--- src/rtl/riscv_core_mul_ctrl.sv ---
// M-extension multiply sequencer: accepts one request, launches operand magnitudes into a
// fixed-latency unsigned multiplier, captures the sign-corrected result and holds it for writeback.
`timescale 1ns/1ps

module riscv_core_mul_ctrl #(
    parameter int XLEN    = 64,
    parameter int MUL_LAT = 4
) (
    input  logic                i_clk,
    input  logic                i_rst,
    input  logic                i_mul_valid,
    output logic                o_mul_ready,
    input  logic [XLEN-1:0]     i_mul_srcA,
    input  logic [XLEN-1:0]     i_mul_srcB,
    input  logic [1:0]          i_mul_control,
    input  logic                i_mul_isword,
    input  logic                i_flush,
    output logic                o_mult_start,
    output logic [XLEN-1:0]     o_mult_opA,
    output logic [XLEN-1:0]     o_mult_opB,
    input  logic [2*XLEN-1:0]   i_mult_product,
    output logic [XLEN-1:0]     o_out_srcA,
    output logic [XLEN-1:0]     o_out_srcB,
    output logic [1:0]          o_out_control,
    output logic                o_out_isword,
    output logic [2*XLEN-1:0]   o_out_product,
    input  logic [XLEN-1:0]     i_out_result,
    output logic                o_result_valid,
    input  logic                i_result_ready,
    output logic [XLEN-1:0]     o_result
);

    localparam int CW = (MUL_LAT < 1) ? 1 : $clog2(MUL_LAT + 1);
    localparam logic [CW-1:0] LAT_LD  = CW'(MUL_LAT);
    localparam logic [CW-1:0] CNT_ZERO = {CW{1'b0}};
    localparam logic [CW-1:0] CNT_ONE  = {{(CW-1){1'b0}}, 1'b1};

    typedef enum logic [1:0] {
        S_IDLE = 2'd0,
        S_BUSY = 2'd1,
        S_DONE = 2'd2
    } state_t;

    state_t                 r_state;
    logic [CW-1:0]          r_cnt;
    logic                   r_mult_start;
    logic [XLEN-1:0]        r_mult_opA;
    logic [XLEN-1:0]        r_mult_opB;
    logic [XLEN-1:0]        r_out_srcA;
    logic [XLEN-1:0]        r_out_srcB;
    logic [1:0]             r_out_control;
    logic                   r_out_isword;
    logic                   r_result_valid;
    logic [XLEN-1:0]        r_result;

    logic                   w_ready;
    logic                   w_accept;
    logic [XLEN-1:0]        w_magA;
    logic [XLEN-1:0]        w_magB;

    function automatic logic [XLEN-1:0] f_abs_x(input logic [XLEN-1:0] x);
        f_abs_x = x[XLEN-1] ? (~x + {{(XLEN-1){1'b0}}, 1'b1}) : x;
    endfunction

    function automatic logic [XLEN-1:0] f_abs_w(input logic [31:0] x);
        logic [31:0] m;
        m = x[31] ? (~x + 32'd1) : x;
        f_abs_w = {{(XLEN-32){1'b0}}, m};
    endfunction

    assign w_ready  = (r_state == S_IDLE) & ~i_flush;
    assign w_accept = w_ready & i_mul_valid;

    // Operand magnitudes: word ops take sign from bit 31, MULHSU/MULHU leave unsigned sources raw
    always_comb begin
        w_magA = i_mul_srcA;
        w_magB = i_mul_srcB;
        if (i_mul_isword) begin
            w_magA = f_abs_w(i_mul_srcA[31:0]);
            w_magB = f_abs_w(i_mul_srcB[31:0]);
        end else begin
            case (i_mul_control)
                2'b00, 2'b01: begin
                    w_magA = f_abs_x(i_mul_srcA);
                    w_magB = f_abs_x(i_mul_srcB);
                end
                2'b10: begin
                    w_magA = f_abs_x(i_mul_srcA);
                    w_magB = i_mul_srcB;
                end
                2'b11: begin
                    w_magA = i_mul_srcA;
                    w_magB = i_mul_srcB;
                end
                default: begin
                    w_magA = i_mul_srcA;
                    w_magB = i_mul_srcB;
                end
            endcase
        end
    end

    // Sequencer FSM with all outputs registered; the launch cycle holds the counter so the
    // result is captured MUL_LAT+2 edges after acceptance, one cycle into the product window
    always_ff @(posedge i_clk) begin
        if (i_rst) begin
            r_state        <= S_IDLE;
            r_cnt          <= CNT_ZERO;
            r_mult_start   <= 1'b0;
            r_mult_opA     <= {XLEN{1'b0}};
            r_mult_opB     <= {XLEN{1'b0}};
            r_out_srcA     <= {XLEN{1'b0}};
            r_out_srcB     <= {XLEN{1'b0}};
            r_out_control  <= 2'b00;
            r_out_isword   <= 1'b0;
            r_result_valid <= 1'b0;
            r_result       <= {XLEN{1'b0}};
        end else begin
            r_mult_start <= 1'b0;
            case (r_state)
                S_IDLE: begin
                    if (w_accept) begin
                        r_out_srcA    <= i_mul_srcA;
                        r_out_srcB    <= i_mul_srcB;
                        r_out_control <= i_mul_control;
                        r_out_isword  <= i_mul_isword;
                        r_mult_opA    <= w_magA;
                        r_mult_opB    <= w_magB;
                        r_cnt         <= LAT_LD;
                        r_mult_start  <= 1'b1;
                        r_state       <= S_BUSY;
                    end
                end
                S_BUSY: begin
                    if (i_flush) begin
                        r_state <= S_IDLE;
                        r_cnt   <= CNT_ZERO;
                    end else if (r_mult_start) begin
                        r_cnt <= r_cnt;
                    end else if (r_cnt == CNT_ZERO) begin
                        r_result       <= i_out_result;
                        r_result_valid <= 1'b1;
                        r_state        <= S_DONE;
                    end else begin
                        r_cnt <= r_cnt - CNT_ONE;
                    end
                end
                S_DONE: begin
                    if (i_flush || i_result_ready) begin
                        r_state        <= S_IDLE;
                        r_result_valid <= 1'b0;
                        r_cnt          <= CNT_ZERO;
                    end
                end
                default: begin
                    r_state        <= S_IDLE;
                    r_result_valid <= 1'b0;
                    r_cnt          <= CNT_ZERO;
                end
            endcase
        end
    end

    assign o_mul_ready    = w_ready;
    assign o_mult_start   = r_mult_start;
    assign o_mult_opA     = r_mult_opA;
    assign o_mult_opB     = r_mult_opB;
    assign o_out_srcA     = r_out_srcA;
    assign o_out_srcB     = r_out_srcB;
    assign o_out_control  = r_out_control;
    assign o_out_isword   = r_out_isword;
    assign o_out_product  = i_mult_product;
    assign o_result_valid = r_result_valid;
    assign o_result       = r_result;

    riscv_core_mul_ctrl_chk u_chk (
        .i_clk        (i_clk),
        .i_rst        (i_rst),
        .i_accept     (w_accept),
        .i_mult_start (r_mult_start)
    );

endmodule

// Property checker: the launch pulse only follows an accept edge.
module riscv_core_mul_ctrl_chk (
    input  logic i_clk,
    input  logic i_rst,
    input  logic i_accept,
    input  logic i_mult_start
);

    a_start_first_busy: assert property (@(posedge i_clk) disable iff (i_rst)
        i_mult_start |-> $past(i_accept));

endmodule

--- config.mk ---
export PLATFORM = sky130hd
export DESIGN_NAME = riscv_core_mul_ctrl
export DESIGN_NICKNAME = d
export VERILOG_FILES = /design/src/rtl/riscv_core_mul_ctrl.sv
export SDC_FILE = /design/constraint.sdc
export NUM_CORES = 1
export LEC_CHECK = 0
export ABC_AREA = 1
export BUFFER_PORTS_ARGS = -buffer_cell sky130_fd_sc_hd__buf_2
export CAP_MARGIN = 20
export CORE_AREA = 2 2 305 307
export DETAILED_ROUTE_END_ITERATION = 12
export DIE_AREA = 0 0 307 309
export SLEW_MARGIN = 0
export SYNTH_ARGS = -nofsm -noshare
export SYNTH_HDL_FRONTEND = slang
export SYNTH_HIERARCHICAL = 1
export SYNTH_SLANG_ARGS = --single-unit
--- constraint.sdc ---
create_clock -name i_clk -period 2.1 [get_ports i_clk]
set_input_delay 0.21 -clock i_clk [delete_from_list [all_inputs] [get_ports i_clk]]
set_output_delay 0.21 -clock i_clk [all_outputs]
set_load 0.01 [all_outputs]
==> out/results.md, run 1 <==
* run status: completed
* combined area of the multi-input logic cells: 0.00809 mm2
* Cell Int Power: 12.5 mW
* cells along the critical path: dlygate4sd3_1, buf_2, nor2_2, inv_1, nor2_1, nand2_1, nor2_1, nand3_1, nand2_4, nand3_1, nand2_1, nand3_1, a21oi_1
* Setup Crit Path Kind: input port to register
* vias: 19263
* synth warn: 6
* core area: 0.0914 mm2
* Startpoint Class: input port
* area of all placed cells without fillers: 0.0241 mm2
* number of CTS-inserted buffers: 44
* sequential element share of the synthesized area: 38.7%
* critical path arrival: 2.47 ns
* Worst Hold Margin: 0.0124 ns
* commonest cells after routing, fill and taps aside: sky130_fd_sc_hd__buf_2 (524), sky130_fd_sc_hd__nand2_1 (508), sky130_fd_sc_hd__dfxtp_1 (328), sky130_fd_sc_hd__nand3_1 (261), sky130_fd_sc_hd__a21oi_1 (243)
* DRT Wirelength: 87700 um
* Slowest-stage cell, CP: sky130_fd_sc_hd__dlygate4sd3_1
* CTS tree: yes
* sequential cell area: 0.00657 mm2
* slew at the pin closest to its max-slew limit: 0.664 ns
* Flop pwr share: 37.5%
* synthesized instance count: 2447
* P per Cell Area: 745 mW/mm2
* Req. time, crit path: 2.61 ns
* share of total power consumed by net switching: 30.2%
* overflow left after global routing: 0
* Post-Route M1 WL: 36000 um
* Die Footprint: 0.0949 mm2
* number of antenna violations at the first check in global routing: 21
* non-filler instance count after layout: 4286
* cell with the most instances on the worst path: sky130_fd_sc_hd__nand3_1
* Buffers on Ports: 525
* number of rows in the core area: 111
* Fillers: 10062
* Die Ht: 309 um
* CP peak stage delay: 0.54 ns
* H-tree Lvls: 2
* total setup violations reported at the end of the flow: 0
* Detailed Route Iter0 Violations: 1636
* worst-case vdd ir drop: 0.510 mV
* Post-Place Cell Area: 0.0206 mm2
* final slew viol count: 0
* DRC violation count after routing: 0
* Layout Utilization: 26.4%
* Psw: 5.42 mW
* pre-CTS setup slack: 0.0917 ns
* vias in the first global route: 18296
* setup repair after global routing missed its margin: no
* root buffer cell: sky130_fd_sc_hd__clkbuf_16
* post-route minimum period: 1.96 ns
* Die X: 307 um
* TritonCTS Sinks: 328
* minimum setup slack in the final design: 0.142 ns
* final setup TNS: 0 ns
* Post-Syn Area per Cell: 6.93 um2
* number of nets in the layout: 3394
* top metal layer carrying routed signals: met5
* dpl hpwl: 68900 um
* routed length per placed instance: 20.5 um
* clock network fraction of design power: 45.8%
* mean number of vias per cell: 4.49
* Reg clk slew, reported paths: 0.06 ns
* met2 wirelength from detailed routing: 38100 um
* GRT Total Usage: 17.7%
* number of max-cap violations: 0
* highest clock frequency the design can meet: 511 MHz
* proportion of layout cells with a drive suffix above 1: 26.8%
* register bit count reported by yosys: 328
* number of buffers on the longest clock path: 3
* detailed-routing iteration count for the pre-antenna-repair pass: 6
* first-pass GRT wire length: 124000 um
* synthesized net count: 2781
* final cycle utilization of the critical path: 93.2%
* met3 wire length: 9780 um
* RD Place Congestion: 0.916
* Unique masters post-synth: 49
* antenna-violating nets left: 0
* number of instances in the placed design: 4013
* most common cell after layout, fill and taps aside: sky130_fd_sc_hd__buf_2
* endpoint kind of the worst setup timing path: register
* Relative slew margins: 55.7%
* power share of the combinational group: 16.7%
* area of the mapped netlist: 0.0170 mm2
* clock latency on the worst-skew pair: 0.62 ns
* layout overhead on the synthesized area: 42.2%
* overall power consumption: 18.0 mW
* CP Max Fanout: 7
* Leakage Power: 10.7 nW
* pin count of the biggest net entering global routing: 66
* IO Pins: 782
* number of failing hold endpoints at the final stage: 0
* effective utilization at floorplan: 18.6%
* Post-Route Skew: 0.0340 ns
* hold crit path type: input port to register
path summary, 6_finish.rpt:
kind | start | to | slack (ns) | cells after the start
setup reg to reg | r_state[1] | o_mult_opB[28] | 0.21 | 10
setup / recovery | i_mul_srcA[13] | o_mult_opA[61] | 0.14 | 13
hold / removal | i_out_result[7] | o_result[7] | 0.01 | 3
hold reg to reg | o_result[35] | o_result[35] | 0.46 | 2
registers in the layout, indices dropped and copies added (netlist names):
name,count
o_result,64
r_state,2
o_result_valid,1
o_mult_start,1
o_out_srcA,63
o_out_srcB,63
o_out_control,2
o_out_isword,1
o_mult_opB,64
r_cnt,3
o_mult_opA,64
routing by layer:
metal / vias to the layer above / track usage (%)
li1: 9256 / -
met3: 208 / 7.69
met1: 8913 / 21.4
met4: 28 / 7.10
met2: 858 / 27.4
met5: - / 0
critical path: cells and delay by family:
kind                   cells  cell delay [ns]
AOI/OAI and AO/OA          1             0.12
buffers and inverters      3             0.77
and+or+nand+nor            9             1.34
synthesized netlist by cell type, drive strengths merged:
master	number	area, um2
o211ai	11	82.6
a211oi	44	330
nand4	41	257
a31oi	19	119
or2	4	25.0
o21ai	165	856
nor2	237	1050
nand2	542	2140
o21a	3	22.5
nor3b	1	7.51
nor4	3	18.8
xnor2	1	8.76
inv	206	776
o21bai	1	7.51
nand3	267	1370
dfxtp	328	6570
and2	2	12.5
o221ai	2	17.5
o31ai	2	15.0
xor2	4	42.6
a41oi	1	8.76
a21oi	246	1240
clkbuf	53	199
o22ai	1	6.26
nor3	37	190
ha	6	75.1
a311oi	2	17.5
buf	205	1360
o211a	9	90.1
nand3b	4	30.0
layout make-up:
| class | instances | area share, % |
|---|---|---|
| Clock inverter | 27 | 1.33 |
| Multi-Input combinational cell | 1655 | 33.6 |
| Sequential cell | 328 | 27.2 |
| Clock buffer | 55 | 5.12 |
| Antenna cell | 4 | 0.0415 |
| Inverter | 206 | 3.25 |
| Tap cell | 1186 | 6.16 |
| Timing Repair Buffer | 825 | 23.3 |
power by group through the flow:
stage | Sequential, mW | Clock (mW) | Combinational [mW]
finish | 6.74 | 8.22 | 3.01
global route | 6.77 | 8.64 | 3.30
CTS | 6.74 | 8.43 | 3.01
detailed placement | 6.87 | 0 | 2.71
global placement | 6.86 | 0 | 2.71
floorplan | 7.00 | 0 | 1.43
what timing repair did:
action / 4_1_cts / 5_1_grt
hold buffers: 185 / 0
buffers inserted: 0 / 2
setup endpoints to repair: 0 / 32
resized for setup: 0 / 6
endpoints found under the hold margin: 282 / 0
logic make-up (layout without fill, tap and decap cells):
logic type | after synthesis | in the layout | share of synthesized area (%)
flip-flops | 328 | 328 | 38.7
adder cells (fa/ha/maj) | 6 | 6 | 0.443
buffers and inverters | 464 | 1113 | 13.8
AND/OR/NAND/NOR | 1138 | 1138 | 30.1
AO/OA/AOI/OAI | 506 | 506 | 16.6
other | 0 | 4 | 0
XOR/XNOR | 5 | 5 | 0.303
No activity file was read; power rests on OpenSTA's default activity.
==> inputs of run 2 (changes only) <==
- ABC_AREA: 1 -> 0
- CORE_AREA: 2 2 305 307 -> 2 2 308 310
- DIE_AREA: 0 0 307 309 -> 0 0 310 312
==> out/results.md, run 2 <==
* antenna-violating nets left: 0, unchanged
* CP Max Fanout: 6, -1
* proportion of layout cells with a drive suffix above 1: 31.7%, +4.9 points
* number of instances in the placed design: 3599, -10%
* H-tree Lvls: 2, unchanged
* register bit count reported by yosys: 328, unchanged
* layout overhead on the synthesized area: 53.0%
* share of the synthesized area in the top cell type: 44.5%, +5.8 points
* Buffers on Ports: 525, unchanged
* routed length per placed instance: 17.8 um, -13%
* highest clock frequency the design can meet: 478 MHz, -6.4%
* post-route minimum period: 2.09 ns, +0.135 ns
* Unique masters post-synth: 45, -8.2%
* Detailed Route Iter0 Violations: 1164, -29%
* number of buffers on the longest clock path: 3, unchanged
* Slowest-stage cell, CP: sky130_fd_sc_hd__or4_1
* Cell Int Power: 11.8 mW, -5.6%
* DRT Wirelength: 68300 um, -22%
* number of failing hold endpoints at the final stage: 0, unchanged
* endpoint kind of the worst setup timing path: register
* DRC violation count after routing: 0, unchanged
* most common cell after layout, fill and taps aside: sky130_fd_sc_hd__buf_2
* detailed-routing iteration count for the pre-antenna-repair pass: 5, -1
* share of total power consumed by net switching: 28.1%, -2.1 points
* Die X: 310 um, +0.98%
* final slew viol count: 0, unchanged
* core area: 0.0930 mm2, +1.8%
* Psw: 4.63 mW, -15%
* setup repair after global routing missed its margin: yes
* number of antenna violations at the first check in global routing: 3, -86%
* sequential element share of the synthesized area: 44.5%, +5.8 points
* clock latency on the worst-skew pair: 0.58 ns, -0.04 ns
* Die Footprint: 0.0967 mm2, +2.0%
* GRT Total Usage: 13.4%, -4.3 points
* pin count of the biggest net entering global routing: 139, +110%
* total setup violations reported at the end of the flow: 0, unchanged
* Post-Route Skew: 0.0197 ns, -0.0144 ns
* number of max-cap violations: 0, unchanged
* P per Cell Area: 730 mW/mm2, -2.1%
* Req. time, crit path: 2.60 ns, about the same
* proportion of register bits with asynchronous set or reset after synthesis: 0%, unchanged
* number of enable flip-flop cells after synthesis: 0, unchanged
* Post-Syn Area per Cell: 7.83 um2, +13%
* Worst Hold Margin: 0.0625 ns, +0.0501 ns
* IO Pins: 782, unchanged
* most common library cells after synthesis: sky130_fd_sc_hd__nand2_1 (481), sky130_fd_sc_hd__dfxtp_1 (328), sky130_fd_sc_hd__a21oi_1 (235)
* biggest area consumer among synthesized cells: sky130_fd_sc_hd__dfxtp_1
* overall power consumption: 16.5 mW, -8.3%
* area of the mapped netlist: 0.0148 mm2, -13%
* final cycle utilization of the critical path: 99.6%, +6.4 points
* crit-path leading delay family: simple AND/OR/NAND/NOR gates
* RD Place Congestion: 0.897, -2.0%
* most instantiated flip-flop cell in the synthesis netlist: sky130_fd_sc_hd__dfxtp_1
* slew at the pin closest to its max-slew limit: 0.843 ns, +0.179 ns
* Setup Crit Path Kind: input port to register
* Layout Utilization: 24.3%, -2.1 points
* TritonCTS Sinks: 328, unchanged
* synthesized net count: 2219, -20%
* Startpoint Class: input port
* synthesized instance count: 1885, -23%
* dominant cell by count in the synthesized netlist: sky130_fd_sc_hd__nand2_1
* number of rows in the core area: 112, +0.90%
* number of CTS-inserted buffers: 40, -9.1%
* first-pass GRT wire length: 97800 um, -21%
* Relative slew margins: 43.8%, -12 points
* overflow left after global routing: 0, unchanged
* Reg clk slew, reported paths: 0.06 ns, about the same
* top cells by area, synth: sky130_fd_sc_hd__dfxtp_1 (45%), sky130_fd_sc_hd__nand2_1 (12%), sky130_fd_sc_hd__a21oi_1 (8.0%)
* run status: completed
* non-filler instance count after layout: 3843, -10%
* hold crit path type: input port to register
* CTS tree: yes
* power share of the combinational group: 16.0%, -0.7 points
* commonest cells after routing, fill and taps aside: sky130_fd_sc_hd__buf_2 (513), sky130_fd_sc_hd__nand2_1 (478), sky130_fd_sc_hd__dfxtp_1 (328), sky130_fd_sc_hd__a21oi_1 (235), sky130_fd_sc_hd__dlygate4sd3_1 (170)
* effective utilization at floorplan: 15.9%, -2.7 points
* vias in the first global route: 15005, -18%
* worst-case vdd ir drop: 0.551 mV, +8.0%
* synth warn: 6, unchanged
* Leakage Power: 9.50 nW, -11%
* dpl hpwl: 51700 um, -25%
* CP peak stage delay: 0.66 ns, +0.12 ns
* mean number of vias per cell: 4.09, -9.0%
* clock network fraction of design power: 43.6%, -2.2 points
* root buffer cell: sky130_fd_sc_hd__clkbuf_16
* vias: 15711, -18%
* count of buffer and inverter cells on the critical path: 3, unchanged
* Flop pwr share: 40.4%, +2.9 points
* critical path arrival: 2.59 ns, +0.12 ns
* Die Ht: 312 um, +0.97%
* cells along the critical path: dlygate4sd3_1, buf_2, or4_1, nor4_4, buf_4, a31oi_1, xnor2_1, o21ai_0
* number of nets in the layout: 2890, -15%
run 2: changes by cell type in the layout (fill, tap and decap cells not counted), sizes merged, moves of 11 or more:
cell         previous run  this run
buf                   640       703
nor2                  237       114
nand3                 267         5
xor2                    4        30
o21ai                 165        83
or3                     0        11
a21oi                 246       235
nand4                  41         5
xnor2                   1        86
inv                   211        26
dlygate4sd3           185       170
nand2                 542       481
a31oi                  19        39
nor4                    3        31
run 2: repair_timing:
action,4_1_cts,5_1_grt
hold endpoints to repair,238,0
gates resized for setup,0,47
endpoints found under the setup margin,0,39
hold buffers,175,0
buffers inserted,0,3
run 2: power by group through the flow:
stage                     Clock [mW]  Combinational (mW)  Sequential [mW]
final                           7.19                2.63             6.65
after global routing            7.66                2.87             6.68
after detailed placement           0                2.36             6.79
after global placement             0                2.34             6.78
after floorplan                    0                1.19             6.91
after CTS                       7.45                2.62             6.65
run 2: final cells by class:
class	instances	area (um2)
fill	10211	70500
multi-input combinational	1285	7000
sequential	328	6570
timing repair buffer	878	6010
tap	1254	1570
clock buffer	53	1130
clock inverter	20	214
inverter	23	86.3
antenna	2	5.00
run 2: worst paths after layout:
kind | from | endpoint | slack (ns) | cells after the start
max | i_mul_srcB[41] | o_mult_opB[59] | 0.008 | 8
min | i_mul_srcB[56] | o_out_srcB[56] | 0.06 | 4
min reg2reg | o_mult_opA[38] | o_mult_opA[38] | 0.45 | 2
max reg2reg | r_state[1] | o_mult_opB[59] | 0.20 | 4
run 2: through the flow:
stage          setup TNS [ns]  worst slack, ns  area [um2]
2_1_floorplan          -10.19           -0.496       14800
3_3_place_gp           -19.00           -0.549       19300
3_5_place_dp           -20.21           -0.554       19300
4_1_cts                     0          0.00241       22400
5_1_grt                -0.279          -0.0686       22600
6_report                    0          0.00766       22600
run 2: worst reg2reg max path, stage by stage (launching register included):
cell	delay, ns
sky130_fd_sc_hd__dfxtp_1	0.31
sky130_fd_sc_hd__or3_4	0.49
sky130_fd_sc_hd__or3_2	0.51
sky130_fd_sc_hd__buf_4	0.27
sky130_fd_sc_hd__o21ai_0	0.24
run 2: cell families after synthesis:
kind of cell	synth area share (%)
XOR/XNOR	6.89
flip-flops	44.5
multiplexers	0.204
AO/OA/AOI/OAI	17.6
adder cells (fa/ha/maj)	0.509
AND/OR/NAND/NOR	20.0
buffers and inverters	10.3
run 2: routing by layer:
| metal | part of all wire [%] | GRT usage (%) | wire length [um] |
|---|---|---|---|
| met5 | 0.029 | 0 | 20 |
| met3 | 8.2 | 3.94 | 5590 |
| met2 | 44 | 21.1 | 30300 |
| met1 | 43 | 16.8 | 29300 |
| met4 | 4.4 | 6.12 | 3030 |
